## src/rtl/vector_serializer_pkg.sv

```systemverilog
// Shared constants for the vector serializer and its receive-side buffer.
package vector_serializer_pkg;

    // Default vector width shared by transmit and receive sides.
    localparam int VECTOR_WIDTH = 8;

    // Bit-order encodings for the MSB_FIRST parameter.
    localparam bit MSB_FIRST = 1'b1;
    localparam bit LSB_FIRST = 1'b0;

endpackage

```

## src/rtl/vector_serializer_shift.sv

```systemverilog
// Shift register plus remaining-bit counter for the serializer.
// A load takes priority over a shift; the output end is chosen by MSB_FIRST.
module vector_serializer_shift
    import vector_serializer_pkg::*;
#(
    parameter int WIDTH     = VECTOR_WIDTH,
    parameter bit MSB_FIRST = 1'b1
) (
    input  logic             clk,
    input  logic             rst_n,
    input  logic             load,
    input  logic [WIDTH-1:0] load_data,
    input  logic             shift,
    output logic             output_bit,
    output logic             last,
    output logic             empty
);

    localparam int CW = $clog2(WIDTH + 1);

    logic [WIDTH-1:0] shift_reg;
    logic [CW-1:0]    remaining;

    // Load a fresh vector or advance one bit toward the output end.
    // NOTE: sequential state uses non-blocking assignments so every register
    // samples pre-edge values, independent of block ordering.
    always_ff @(posedge clk or negedge rst_n) begin
        if (!rst_n) begin
            shift_reg <= '0;
            remaining <= '0;
        end else if (load) begin
            shift_reg <= load_data;
            remaining <= CW'(WIDTH);
        end else if (shift) begin
            if (MSB_FIRST != LSB_FIRST) begin
                shift_reg <= {shift_reg[WIDTH-2:0], 1'b0};
            end else begin
                shift_reg <= {1'b0, shift_reg[WIDTH-1:1]};
            end
            remaining <= remaining - CW'(1);
        end
    end

    assign output_bit = (MSB_FIRST != LSB_FIRST) ? shift_reg[WIDTH-1] : shift_reg[0];
    assign last       = (remaining == CW'(1));
    assign empty      = (remaining == '0);

endmodule

```

## src/rtl/vector_serializer.sv

```systemverilog
// Parallel-to-serial vector serializer with one holding register, so a
// second vector can wait while the first is shifted out with no bit gap.
// All outputs come straight from registers.
module vector_serializer
    import vector_serializer_pkg::*;
#(
    parameter int WIDTH     = VECTOR_WIDTH,
    parameter bit MSB_FIRST = 1'b1
) (
    input  logic             clk,
    input  logic             rst_n,
    input  logic [WIDTH-1:0] vector,
    input  logic             vector_valid,
    output logic             vector_ready,
    output logic             output_bit,
    output logic             bit_valid,
    input  logic             bit_ready,
    output logic             bit_last
);

    logic             busy;
    logic             hold_full;
    logic [WIDTH-1:0] hold;

    logic             accept;
    logic             fire;
    logic             last_fire;
    logic             shift_free;
    logic             load;
    logic [WIDTH-1:0] load_data;
    logic             shift;
    logic             last;
    logic             empty;

    assign bit_valid    = busy;
    assign bit_last     = busy && last;
    assign vector_ready = !hold_full;

    assign accept     = vector_valid && vector_ready;
    assign fire       = bit_valid && bit_ready;
    assign last_fire  = fire && bit_last;
    assign shift_free = !busy || last_fire;

    // The held vector always goes first; otherwise a fresh accept loads
    // straight into the shifter so a last bit and a new vector meet with no bubble.
    assign load      = shift_free && (hold_full || accept);
    assign load_data = hold_full ? hold : vector;
    assign shift     = fire && !load && !empty;

    vector_serializer_shift #(
        .WIDTH     (WIDTH),
        .MSB_FIRST (MSB_FIRST)
    ) u_shift (
        .clk        (clk),
        .rst_n      (rst_n),
        .load       (load),
        .load_data  (load_data),
        .shift      (shift),
        .output_bit (output_bit),
        .last       (last),
        .empty      (empty)
    );

    // Track shifter occupancy and manage the holding register.
    // NOTE: the hold register is reset too, so a vector discarded by reset can
    // never reappear; it is a single word, not a memory array.
    always_ff @(posedge clk or negedge rst_n) begin
        if (!rst_n) begin
            busy      <= 1'b0;
            hold_full <= 1'b0;
            hold      <= '0;
        end else if (shift_free) begin
            if (hold_full) begin
                busy <= 1'b1;
                if (accept) begin
                    hold <= vector;
                end else begin
                    hold_full <= 1'b0;
                end
            end else if (accept) begin
                busy <= 1'b1;
            end else begin
                busy <= 1'b0;
            end
        end else if (accept) begin
            hold      <= vector;
            hold_full <= 1'b1;
        end
    end

endmodule

```

## config.mk

```make
export PLATFORM = sky130hd
export DESIGN_NAME = vector_serializer
export DESIGN_NICKNAME = d
export VERILOG_FILES = /design/src/rtl/vector_serializer_pkg.sv /design/src/rtl/vector_serializer_shift.sv /design/src/rtl/vector_serializer.sv
export SDC_FILE = /design/constraint.sdc
export NUM_CORES = 1
export LEC_CHECK = 0
export BUFFER_PORTS_ARGS = -buffer_cell sky130_fd_sc_hd__buf_2
export CORE_MARGIN = 4
export CORE_UTILIZATION = 29
export DETAILED_ROUTE_END_ITERATION = 10
export PLACE_DENSITY = 0.51
export SETUP_SLACK_MARGIN = 0.05
export SYNTH_ARGS = -nofsm -noshare
export SYNTH_HDL_FRONTEND = slang
export SYNTH_SLANG_ARGS = --single-unit
```

## constraint.sdc

```tcl
create_clock -name clk -period 2.34 [get_ports clk]
set_input_delay 0.468 -clock clk [delete_from_list [all_inputs] [get_ports clk]]
set_output_delay 0.468 -clock clk [all_outputs]
set_load 0.05 [all_outputs]
```

# Word-level counts from Yosys, hierarchy flattened
# Index checks and enable logic that the tools add are counted.
# Widths: inputs -> output; s select.
[classes]
n_mux = 13
reduce_logical = 16
add_sub_neg = 1
eq_ne = 2
[ops]
columns = ["operator", "n"]
rows = [
  ["$mux 8", 6],
  ["$mux 4", 2],
  ["$logic_and 1x1->1", 7],
  ["$mux 1", 5],
  ["$eq 4x1->1 const B", 1],
  ["$logic_not 1->1", 4],
  ["$logic_not 4->1", 1],
  ["$reduce_bool 2->1", 2],
  ["$sub 4x1->4 const B", 1],
  ["$logic_or 1x1->1", 2],
  ["$ne 2x2->1 const B", 1],
]
[word_totals]
inputBits = 12
ff_bits = 22
elab_cells = 37

# Longest topological paths before layout
[depth]
depth_word = 10
ltp_mapped = 6
mapped_depth_nobuf = 5

# Modules after synthesis
# Synthesis repeated with hierarchy kept, for this count alone.
[hier_totals]
cells_unflattened = 97
hier_area_um2 = 1133.6
[modules_own_cells]
columns = ["mod", "cells_per_inst", "n_inst", "area_each_um2"]
rows = [
  ["vector_serializer_shift", 58, 1, 624.3],
  ["vector_serializer", 39, 1, 509.2],
]

# Worst setup path before layout
# OpenSTA, ideal clock, no wires.
[synth_timing]
kind = "flip-flop to output port"
startpoint = "register busy, in the netlist bit_valid"
endpoint = "output bit_last"
path_slack_ns = -0.364
t_arrival_ns = 2.236
stages_incl_launch_ff = 5
path_buffers = 2
cell_sequence = "dfrtp_1 -> buf_2 -> buf_2 -> nand2_1 -> nor3_1"
[synth_between]
elab_chain_len = 1
[synth_rtl]
columns = ["element", "line_no", "text"]
rows = [
  ["start, declared", "vector_serializer.sv:21", "logic busy;"],
  ["start signal, assigned", "vector_serializer.sv:69", "busy <= 1'b0;"],
  ["start signal, assigned", "vector_serializer.sv:74", "busy <= 1'b1;"],
  ["start signal, assigned", "vector_serializer.sv:81", "busy <= 1'b1;"],
  ["$logic_and 1x1->1", "vector_serializer.sv:36", "assign bit_last = busy && last;"],
  ["end, declared", "vector_serializer.sv:18", "output logic bit_last"],
]
# Every way passes these cells.

# Worst setup path in the final report
[layout_timing]
startpoint = "register u_shift.remaining[1]"
endpoint = "output bit_last"
[layout_between]
elab_chain_len = 2
[layout_rtl]
columns = ["element", "line_no", "text"]
rows = [
  ["start, declared", "vector_serializer_shift.sv:22", "logic [CW-1:0] remaining;"],
  ["start signal, assigned", "vector_serializer_shift.sv:33", "remaining <= CW'(WIDTH);"],
  ["start signal, assigned", "vector_serializer_shift.sv:40", "remaining <= remaining - CW'(1);"],
  ["$eq 4x1->1", "vector_serializer_shift.sv:45", "assign last = (remaining == CW'(1));"],
  ["$logic_and 1x1->1", "vector_serializer.sv:36", ""],
]
# Every way passes these cells.

==> out/metrics.cfg <==
[placement]
place.gp.congestion = 0.766
dpl_cell_area_sq_um = 1310
port_buffers = 15
place_hpwl_um = 1830

[drt]
drt_iter0_markers = 33
drt_wl_total_um = 2420
drc_errors = 0
via_count = 895
dr.pass1.iters = 4
final_antenna_net_count = 0
wl_per_cell_um = 14.1
via_per_inst = 5.20

[power]
switching_power_mw = 0.588
p_leak_nw = 0.597
ir_drop_mv = 0.429
p_sw_share_pct = 34.6
pwr-share-seq_pct = 39.3
power_frac_comb_pct = 39.9
p_int_mw = 1.11
clkPwrFrac_pct = 20.7
p_per_area_nw_per_um2 = 1230
p_total_mw = 1.70

[finish]
nFillCells = 396
n_antenna_cell = 0
drive_gt1_share_pct = 35.2
finish.instance_area_sq_um = 1380
nets = 137
syn_to_final_growth_pct = 15.5

[synthesis]
syn_avg_cell_area_sq_um = 10.9
synth_cell_types = 28
ys_seq_area_share_pct = 46.2
synth.cell_area_sq_um = 1190
synth_cells = 109
ys_warn_count = 0
syn_nets = 123
ys_seq_elements = 22

[setup_path]
cp-start-kind = flop
rr_worst_depth = 5
path_cells = inv_1, ha_1, nand2_1, nor3_2, buf_2
worstPathArrival_ns = 1.40
path_class = reg2out
cp_slowest_cell = dfrtp_1
critPathMaxFanout = 3
critPathLaunch = u_shift.remaining[1]
r2r-end = hold[1]
cp_slowest_stage_delay_ns = 0.40
cp-end-kind = primary output
rrSetupSlack_ns = 0.67
setup.worst_path.end = bit_last
worstPathRequired_ns = 1.87
rr_startpoint = u_shift.remaining[1]

[sta]
max_freq_ghz = 0.535
layout_min_cycle_time_ns = 1.87
setup_viol = 0
slew_violations = 0
fin_crit_sh_pct = 79.9
setup_tns_ns = 0
hold_viol = 0
rsz0062_at_grt = no
max_slew_margin_pct = 66.9
clock_skew_ns = 0.0112
worst_slew_pin_slew_ns = 0.497

[clocking]
tritoncts = yes
clk_path_buf_depth = 2
cts_hold_buf = 0
cts-root-buf = clkbuf_8
path_clk_slew_ns = 0.09
post_cts_buffers = 0
cts_buffers = 3
clkSinkCount = 22
post_cts_resize_count = 0
htreeDepth = 1
insertion_delay_ns = 0.27

[floorplanning]
start_util_pct = 29.8
die_h_um = 72.1
dieWidth_um = 72.1
core-area_sq_um = 4000
die_area_sq_um = 5200
rows = 23
ios = 16

[global_route]
antenna_found_initial = 0
grt_pass1_wl_um = 4220
grt_max_degree = 23
grt.overflow.total = 0
grt_pass1_vias = 903
track_usage_pct = 10.3

[outcome]
status = finished, final reports clean

[min_path]
hold_class = in2async

[flow_run]
maxCapViolCount = 0

how the worst min path moves through the flow:
stage                                end  depth (start not counted)  start
CTS                              hold[3]                          1  rst_n
global placement                 hold[3]                          1  rst_n
floorplan                      bit_valid                          0  rst_n
global route                     hold[3]                          1  rst_n
detailed placement               hold[3]                          1  rst_n
finish              u_shift.shift_reg[4]                          1  rst_n
cells in the final DEF, fill, tap and decap left out, types with 4 or more instances in the layout:
cell type,count
dfrtp_1,22
mux2_2,15
buf_2,15
o21ai_0,11
nand4_1,7
a211oi_1,7
a31oi_1,7
nand2_1,4
power groups by stage:
stage | Combinational, mW | Clock (mW) | Sequential [mW]
global placement | 0.674 | 0 | 0.668
CTS | 0.689 | 0.360 | 0.671
global route | 0.753 | 0.378 | 0.695
finish | 0.678 | 0.352 | 0.668
detailed placement | 0.689 | 0 | 0.676
floorplan | 0.556 | 0 | 0.651
critical path, delay by kind of cell (launching register included):
family / cells / cell delay, ns
adder cells (fa/ha/maj): 1 / 0.22
flip-flops: 1 / 0.40
AND/OR/NAND/NOR: 2 / 0.17
buffers and inverters: 2 / 0.36
layout make-up:
type	instances	area [sq um]	share of cell area (%)
multi-input combinational	75	583	42.4
sequential	22	551	40.0
timing repair buffer	18	97.6	7.09
tap	50	62.6	4.55
clock buffer	3	41.3	3.00
clock inverter	1	30.0	2.18
inverter	3	11.3	0.818
cells by family (layout without fill, tap and decap cells):
| group | Yosys count | after routing | share of synthesized area, % |
|---|---|---|---|
| mux | 18 | 18 | 16.7 |
| compound gates | 29 | 29 | 14.9 |
| simple gates | 26 | 26 | 14.8 |
| flops | 22 | 22 | 46.2 |
| buf+inv | 12 | 25 | 5.25 |
| fa+ha+maj | 2 | 2 | 2.10 |
per-stage QoR:
step / std cells / worst slack, ns / hold WS, ns / utilization [%]
finish: 172 / 0.471 / 0.155 / 34.4
global route: 172 / 0.394 / 0.198 / 34.4
CTS: 172 / 0.445 / 0.172 / 34.4
detailed placement: 168 / 0.642 / 0.463 / 32.6
global placement: 168 / 0.682 / 0.462 / 32.6
floorplan: 109 / 0.0589 / 0.172 / -
synth_stat cells, drive strengths merged:
cell,number,area (sq um)
a211oi,7,52.6
a21o,1,7.51
a21oi,3,18.8
a31oi,7,43.8
and2b,1,8.76
buf,6,38.8
clkbuf,3,12.5
dfrtp,22,551
ha,2,25.0
inv,3,11.3
mux2,15,169
mux2i,3,30.0
nand2,4,15.0
nand3,2,10.0
nand4,8,56.3
nand4bb,1,27.5
nor2,3,11.3
nor3,1,5.00
nor3b,1,7.51
o21ai,11,55.1
or3,3,18.8
or3b,1,8.76
or4,1,7.51
layer usage:
| layer | global-route usage [%] | share of wire [%] |
|---|---|---|
| met2 | 15.8 | 48 |
| met5 | 0 | 0 |
| met4 | 3.13 | 1.6 |
| met1 | 14.0 | 45 |
| met3 | 3.32 | 5.2 |
(Power assumes the default switching activity.)
